==> src/rtl/fact_pkg.sv <==
// Shared definitions for the memory-mapped factorial accelerator:
// register offsets, FSM state encoding and the largest legal operand.
package fact_pkg;

    // Register offsets, decoded from addr[3:2]
    localparam logic [1:0] FACT_N    = 2'b00;
    localparam logic [1:0] FACT_GO   = 2'b01;
    localparam logic [1:0] FACT_STAT = 2'b10;
    localparam logic [1:0] FACT_RES  = 2'b11;

    // Largest N whose factorial still fits in 32 bits (12! = 479001600)
    localparam int N_MAX = 12;

    // Bus data width
    localparam int DATA_W = 32;

    typedef enum logic {
        IDLE = 1'b0,
        BUSY = 1'b1
    } fact_state_t;

endpackage

==> src/rtl/fact_core.sv <==
// Iterative factorial engine: one multiply per clock, counting cnt down
// from N to 1. Holds the sticky DONE/ERR flags and the published RESULT,
// which only changes when a computation finishes or an over-range GO
// is rejected.
module fact_core
    import fact_pkg::*;
#(
    parameter int N_W   = 4,
    parameter int N_MAX = fact_pkg::N_MAX
) (
    input  logic              Clk,
    input  logic              reset,
    input  logic              start,
    input  logic [N_W-1:0]    n,
    output logic              done,
    output logic              err,
    output logic [DATA_W-1:0] result,
    output logic              busy
);

    fact_state_t       state_q, state_d;
    logic [N_W-1:0]    cnt_q, cnt_d;
    logic [DATA_W-1:0] prod_q, prod_d;
    logic [DATA_W-1:0] result_q, result_d;
    logic              done_q, done_d;
    logic              err_q, err_d;

    logic [DATA_W-1:0] n_ext;
    logic [DATA_W-1:0] cnt_ext;

    // Product truncated to the bus width; cannot overflow for N <= N_MAX
    function automatic logic [DATA_W-1:0] mul_trunc(input logic [DATA_W-1:0] a,
                                                    input logic [DATA_W-1:0] b);
        return a * b;
    endfunction

    assign n_ext   = {{(DATA_W-N_W){1'b0}}, n};
    assign cnt_ext = {{(DATA_W-N_W){1'b0}}, cnt_q};

    // Next-state and datapath decisions for IDLE/BUSY
    always_comb begin
        state_d  = state_q;
        cnt_d    = cnt_q;
        prod_d   = prod_q;
        result_d = result_q;
        done_d   = done_q;
        err_d    = err_q;
        case (state_q)
            IDLE: begin
                if (start) begin
                    if (n_ext > DATA_W'(N_MAX)) begin
                        err_d    = 1'b1;
                        done_d   = 1'b0;
                        result_d = '0;
                    end else begin
                        cnt_d   = n;
                        prod_d  = DATA_W'(1);
                        done_d  = 1'b0;
                        err_d   = 1'b0;
                        state_d = BUSY;
                    end
                end
            end
            BUSY: begin
                if (cnt_q <= N_W'(1)) begin
                    result_d = prod_q;
                    done_d   = 1'b1;
                    state_d  = IDLE;
                end else begin
                    prod_d = mul_trunc(prod_q, cnt_ext);
                    cnt_d  = cnt_q - N_W'(1);
                end
            end
            default: state_d = IDLE;
        endcase
    end

    // State and datapath registers; reset aborts any computation at once
    always_ff @(posedge Clk or posedge reset) begin
        if (reset) begin
            state_q  <= IDLE;
            cnt_q    <= '0;
            prod_q   <= '0;
            result_q <= '0;
            done_q   <= 1'b0;
            err_q    <= 1'b0;
        end else begin
            state_q  <= state_d;
            cnt_q    <= cnt_d;
            prod_q   <= prod_d;
            result_q <= result_d;
            done_q   <= done_d;
            err_q    <= err_d;
        end
    end

    assign done   = done_q;
    assign err    = err_q;
    assign result = result_q;
    assign busy   = (state_q == BUSY);

endmodule

==> src/rtl/fact_mmio_slave.sv <==
// Data-bus slave wrapping fact_core: holds the N register, decodes writes
// into N updates and one-cycle GO pulses, and drives the combinational
// read mux for the 16-byte window.
module fact_mmio_slave
    import fact_pkg::*;
#(
    parameter int N_W   = 4,
    parameter int N_MAX = fact_pkg::N_MAX
) (
    input  logic        Clk,
    input  logic        reset,
    input  logic        sel,
    input  logic        we,
    input  logic [3:0]  addr,
    input  logic [31:0] wd,
    output logic [31:0] rd,
    output logic        busy
);

    logic [N_W-1:0]    n_q;
    logic              wr_en;
    logic [1:0]        offset;
    logic              start;
    logic              done;
    logic              err;
    logic [DATA_W-1:0] result;

    // Byte-lane bits and the upper write-data bits are not decoded
    logic unused_bits;
    assign unused_bits = ^{addr[1:0], wd[31:N_W]};

    assign wr_en  = sel & we;
    assign offset = addr[3:2];
    assign start  = wr_en && (offset == FACT_GO) && wd[0];

    // N operand register; may be rewritten while the core is busy
    always_ff @(posedge Clk or posedge reset) begin
        if (reset) begin
            n_q <= '0;
        end else if (wr_en && (offset == FACT_N)) begin
            n_q <= wd[N_W-1:0];
        end
    end

    fact_core #(
        .N_W   (N_W),
        .N_MAX (N_MAX)
    ) u_core (
        .Clk    (Clk),
        .reset  (reset),
        .start  (start),
        .n      (n_q),
        .done   (done),
        .err    (err),
        .result (result),
        .busy   (busy)
    );

    // Combinational read mux; deselected slave drives zero onto the bus
    always_comb begin
        rd = '0;
        if (sel) begin
            case (offset)
                FACT_N:    rd = {{(DATA_W-N_W){1'b0}}, n_q};
                FACT_GO:   rd = '0;
                FACT_STAT: rd = {30'b0, err, done};
                FACT_RES:  rd = result;
                default:   rd = '0;
            endcase
        end
    end

endmodule

==> config.mk <==
export PLATFORM = sky130hd
export DESIGN_NAME = fact_mmio_slave
export DESIGN_NICKNAME = d
export VERILOG_FILES = /design/src/rtl/fact_pkg.sv /design/src/rtl/fact_core.sv /design/src/rtl/fact_mmio_slave.sv
export SDC_FILE = /design/constraint.sdc
export NUM_CORES = 1
export LEC_CHECK = 0
export BUFFER_PORTS_ARGS = -buffer_cell sky130_fd_sc_hd__clkbuf_2
export CORE_ASPECT_RATIO = 1.5
export CORE_UTILIZATION = 40
export CTS_CLUSTER_DIAMETER = 150
export DETAILED_ROUTE_END_ITERATION = 10
export SETUP_SLACK_MARGIN = 0.1
export SYNTH_ARGS = -nofsm -noshare
export SYNTH_HDL_FRONTEND = slang
export SYNTH_HIERARCHICAL = 1
export SYNTH_SLANG_ARGS = --single-unit
==> constraint.sdc <==
create_clock -name Clk -period 4.72 [get_ports Clk]
set_input_delay 0.472 -clock Clk [delete_from_list [all_inputs] [get_ports Clk]]
set_output_delay 0.472 -clock Clk [all_outputs]
set_load 0.05 [all_outputs]
* After elaboration in Yosys (flattened, before gate mapping) *
Index checks and enable logic that the tools add are counted.

word-level totals
  register bits after elaboration = 75
  word-level logic and storage cells = 51
  input port bits = 40
  output and inout port bits = 33

operators by class
  $add $sub $neg = 1
  reductions and logical operators = 8
  multipliers = 1
  $lt $le $gt $ge = 2
  equality and inequality tests = 8
  mux-type cells = 22
  bitwise gates (word level) = 2

operators with widths
  operator                                              number
  two-way mux 32 bit                                    7
  case mux 32 bit (2 select lines)                      2
  case mux 32 bit (4 select lines)                      1
  multiplier 32 x 4 -> 32 bit                           1
  two-way mux 4 bit                                     3
  != test 2 bit (second input constant)                 4
  case mux 4 bit (2 select lines)                       1
  two-way mux 1 bit                                     6
  AND reduction 3 bit                                   2
  == test 2 bit (second input constant)                 2
  > comparator 4 bit (second input constant)            1
  <= comparator 4 x 1 -> 1 bit (second input constant)  1
  case mux 1 bit (2 select lines)                       2
  AND reduction 2 bit                                   2
  subtractor 4 x 1 -> 4 bit (second input constant)     1
  logical AND 1 bit                                     3
  == test 2 x 1 -> 1 bit (second input constant)        1
  zero test 2 bit                                       1
  != test 2 x 1 -> 1 bit (second input constant)        1
  AND 1 bit                                             1
  inverter 1 bit                                        1

* Logic depth before layout (Yosys ltp) *
  word-level depth = 5
  depth in mapped cells = 16
  mapped depth without buffers = 13

* Modules after synthesis *
The synthesis kept the hierarchy.

by module, submodules not included
  module           area each (um^2)  instances  seq. area each (um^2)  cells each
  fact_core        6,744.0           1          1,776.7                829
  fact_mmio_slave  486.7             1          100.1                  61

* Worst setup path after synthesis *
No wires, ideal clock.

  path type = register to register
  start point = register u_core.cnt_q[3]
  end point = register u_core.prod_q[31]
  arrival time = 3.537 ns
  library setup time = 0.126 ns
  required time = 4.594 ns
  clock period less this slack = 3.663 ns
  setup slack = 1.057 ns
  stages on the path, launching flop included = 16
  path buffers = 2
  cell sequence = dfrtp_1 > clkbuf_1 > clkbuf_1 > and2_1 > fa_1 > inv_1 > fa_1 > inv_1 > ha_1 > nand2_1 > o21ai_1 > a31oi_1 > o21ai_0 > a211oi_1 > and3_1 > a311o_1

on the way
  cells in the longest elaborated chain, start to end = 3
  elaborated cells between the ends (all ways) = 6
  those cells by class = mul (1); order compare (1); eq/ne (1); mux (2); reduce/logical (1)

RTL lines
  what                                                                         RTL line                          source
  from (decl)                                                                  fact_core.sv:22                   logic [N_W-1:0] cnt_q, cnt_d;
  from (signal assigned)                                                       fact_core.sv:89                   cnt_q <= cnt_d;
  multiplier 32 x 4 -> 32 bit or <= comparator 4 x 1 -> 1 bit (tied branches)  fact_core.sv:34, fact_core.sv:65
  two-way mux 32 bit or != test 2 bit (tied branches)                          -
  case mux 32 bit (2 select lines) or AND reduction 3 bit (tied branches)      -
  to (signal assigned)                                                         fact_core.sv:90                   prod_q <= prod_d;
  to (decl)                                                                    fact_core.sv:23                   logic [DATA_W-1:0] prod_q, prod_d;

Several ways; a longest one is shown, not always the timed one. The select of a mux whose other input is x is not followed.
A chain may end at the register's enable or synchronous reset.

* Worst setup path after layout *
  start point = register u_core.cnt_q[3]
  end point = register u_core.prod_q[26]

Same word-level chain as after synthesis.

==> run_results.csv <==
group,metric,value,unit
outcome,status,"complete, but fails checks",
outcome,violations,"design-rule violations",
logic_synthesis,netlist_area,7230,sq um
cells_and_area,seqCellArea,1880,sq um
cells_and_area,multiInputGateArea,4730,sq um
worst_setup_path,worstSetupPathType,"flip-flop to flip-flop",
logic_synthesis,synth_flop_cell,"dfrtp_1",
worst_setup_path,crit_arrival,4510,ps
cells_and_area,area_growth,10.3,%
routing,antenna_left,0,
sta,tightest_slew,1080,ps
cts,worstSkewPairLatency,340,ps
pwr,pwr-share-clk,21.2,%
sta,setup_tns,0,ps
routing,routed_wl,17.4,mm
cells_and_area,fillers,1775,
logic_synthesis,synth.area.mux_share,1.25,%
cts,cts_buffers,9,
sta,fin_crit,4310,ps
logic_synthesis,syn_nets,1021,
worst_setup_path,startpoint_type,"flip-flop",
pwr,p_per_area,434,nW/um^2
floorplan,initial_core_util,41.3,%
cts,cts.repair.resized,0,
sta,clock_skew,8.37,ps
place,post_dp_cell_area,7650,sq um
sta,grt_setup_unrepaired,"false",
logic_synthesis,synth_top_family_by_area,"simple AND/OR/NAND/NOR gates",
cts,cts_root_buf,"clkbuf_16",
grt,grt-ovfl-total,0,
floorplan,core,17500,sq um
pwr,p_int,1860,uW
cts,path_clk_slew,70,ps
routing,drc_errors,4,
worst_setup_path,critical_path_buf_inv_count,3,
worst_setup_path,cp.required,4930,ps
logic_synthesis,avgSynthCellArea,8.12,sq um
cts,cts_sinks,75,
logic_synthesis,synth_edf_count,0,
logic_synthesis,synthCells,890,
cells_and_area,fin_util,45.6,%
logic_synthesis,yosysSeqAreaShare,26.0,%
logic_synthesis,ys_seq_elements,75,
logic_synthesis,yosysTopAreaCellShare,26.0,%
logic_synthesis,synth_compound_gate_area_share,13.8,%
routing,vias_per_cell,5.19,
sta,hold_violations,0,
run,cap_viol_max_count,0,
pwr,switching_share,46.3,%
worst_setup_path,path_delay_family,"adder cells",
floorplan,die_area,18600,sq um
cts,cts.path.max_buffers,2,
sta,finalSetupViolCount,0,
floorplan,die_h,167,um
sta,post-route-period-util,91.2,%
cts,cts_hold_buf,1,
cells_and_area,nets,1049,
cells_and_area,stdcell_count,1136,
worst_setup_path,max_stage_delay,710,ps
grt,grt_pass1_wl,30.5,mm
grt,first_global_vias,6203,
logic_synthesis,yosysWarnings,6,
routing,dr.pass1.iters,8,
worst_setup_path,cp-end-kind,"flip-flop",
logic_synthesis,ys_types,57,
cells_and_area,n_antenna_cell,0,
pwr,leakage,0.00386,uW
place,dp.cells,1119,
pwr,seqPwrFrac,33.1,%
cells_and_area,drive_gt1_share,10.6,%
pwr,ir_drop,160,uV
pwr,netSwitchingPower,1600,uW
cells_and_area,final_cell_area,7970,sq um
grt,grt_max_degree,64,
floorplan,num_rows,59,
place,gp_congestion,0.846,
sta,slew_headroom,27.7,%
logic_synthesis,synth-xor-area-share,3.51,%
hold_path,hp-class,"input pin to flip-flop",
sta,finalMaxSlewViolations,0,
pwr,combPwrFrac,45.7,%
cts,h-tree-depth,3,
routing,drtIter0Drc,247,
worst_setup_path,cpMaxStageDelayCell,"dfrtp_1",
cts,cts_tree,"yes",
cts,cts_setup_buffers,0,
worst_setup_path,crit_path_cell_trace,"buf_4 -> and2_1 -> fa_1 -> inv_1 -> fa_1 -> inv_1 -> ha_1 -> a21oi_1 -> o21ai_0 -> nor3_1 -> o311ai_2 -> a21boi_0 -> xor2_1 -> o21ai_1",
grt,antenna_found_initial,0,
grt,track_usage,20.4,%
routing,routedWlPerCell,15.3,um
logic_synthesis,synthAdderAreaFrac,21.7,%
sta,max_freq,232,MHz
place,hpwl,12.8,mm
logic_synthesis,synth_area_leaders,"dfrtp_1, fa_1, and2_1",
routing,via_count,5901,
logic_synthesis,yosys.area_share.simple,24.9,%
logic_synthesis,synth_area_leader_cell,"dfrtp_1",
worst_setup_path,crit_fanout,23,
place,portBuffers,42,
floorplan,io_pins,73,
logic_synthesis,async_flop_share,100,%
floorplan,die_x,112,um
## synth_stat cells (all sizes together) (3+ instances only)
master,number
a211oi,5
xor2,16
nor2,28
nand2,149
dfrtp,75
clkbuf,33
ha,34
inv,116
a21oi,44
buf,10
mux2,4
nand3,30
and3,5
nand4,7
mux2i,3
nor3,9
o21ai,81
o21a,4
o211ai,4
a21boi,4
o21bai,4
xnor2,13
and2,115
nor2b,6
a21o,9
fa,57
nand2b,3
## power groups by stage
stage               registers [uW]  logic [uW]  clock network [uW]
floorplan                      953        1280                   0
global placement              1150        1560                   0
detailed placement            1160        1590                   0
CTS                           1150        1600                 756
global route                  1180        1830                 779
finish                        1140        1580                 734
## per-layer routing
| metal | share of wire (%) | track usage [%] | vias to the layer above |
|---|---|---|---|
| met5 | 0 | 0 | - |
| met2 | 53 | 38.6 | 81 |
| met4 | 2.1 | 6.17 | 0 |
| li1 | - | - | 2901 |
| met1 | 43 | 23.6 | 2896 |
| met3 | 2.0 | 2.26 | 23 |
## sequential cells by signal, summed over array words and instances, names as in the netlist
register,count
u_core/cnt_q,4
u_core/prod_q,32
u_core/busy,1
u_core/done,1
u_core/err,1
n_q,4
u_core/result,32
## final cells by class
cell class	instances	share of cell area (%)
Timing Repair Buffer	61	4.46
Tap cell	213	3.34
Multi-Input combinational cell	655	59.3
Inverter	116	5.46
Sequential cell	75	23.5
Clock buffer	9	2.82
Clock inverter	7	1.04
## placed cells by master, fill, tap and decap left out, types with 6 or more instances in the layout
| cell type | synthesis | final |
|---|---|---|
| ha_1 | 34 | 34 |
| a21oi_1 | 42 | 42 |
| buf_4 | 1 | 18 |
| nand4_1 | 7 | 7 |
| nor2_1 | 27 | 26 |
| nor3_1 | 9 | 9 |
| dfrtp_1 | 75 | 75 |
| nand2_1 | 148 | 148 |
| inv_1 | 116 | 115 |
| fa_1 | 57 | 57 |
| and2_1 | 115 | 115 |
| nor2b_1 | 6 | 6 |
| xor2_1 | 16 | 16 |
| a21o_1 | 8 | 8 |
| clkbuf_16 | 0 | 9 |
| xnor2_1 | 13 | 13 |
| o21ai_0 | 73 | 73 |
| clkbuf_2 | 0 | 42 |
| nand3_1 | 30 | 30 |
## cell families (layout without fill, tap and decap cells)
family / after synthesis / count (layout)
AOI/OAI and AO/OA: 168 / 168
muxes: 7 / 7
DFF: 75 / 75
buffers and inverters: 160 / 193
and+or+nand+nor: 360 / 360
adders and majority gates: 91 / 91
xor gates and xnor gates: 29 / 29
## per-stage QoR
step	worst slack [ps]	total power (uW)	hold slack (ps)
floorplan	1060	2230	238
global placement	458	2710	359
detailed placement	435	2750	367
CTS	420	3500	350
global route	137	3790	359
finish	414	3460	364
## worst paths after layout
kind                                                     from                       endpoint  slack, ps  depth (start not counted)
worst max-delay path              u_core/cnt_q[3]$_DFFE_PP0P_  u_core/prod_q[26]$_DFFE_PP0P_        410                         14
worst min-delay path                                    wd[1]             n_q[1]$_DFFE_PP0P_        360                          2
worst max register to register    u_core/cnt_q[3]$_DFFE_PP0P_  u_core/prod_q[26]$_DFFE_PP0P_        410                         14
worst min register to register  u_core/result[27]$_DFFE_PP0P_  u_core/result[27]$_DFFE_PP0P_        470                          2
max in group asynchronous                               reset  u_core/prod_q[19]$_DFFE_PP0P_       2890                          4
min in group asynchronous                               reset             n_q[3]$_DFFE_PP0P_        570                          3
(Power assumes the default switching activity.)
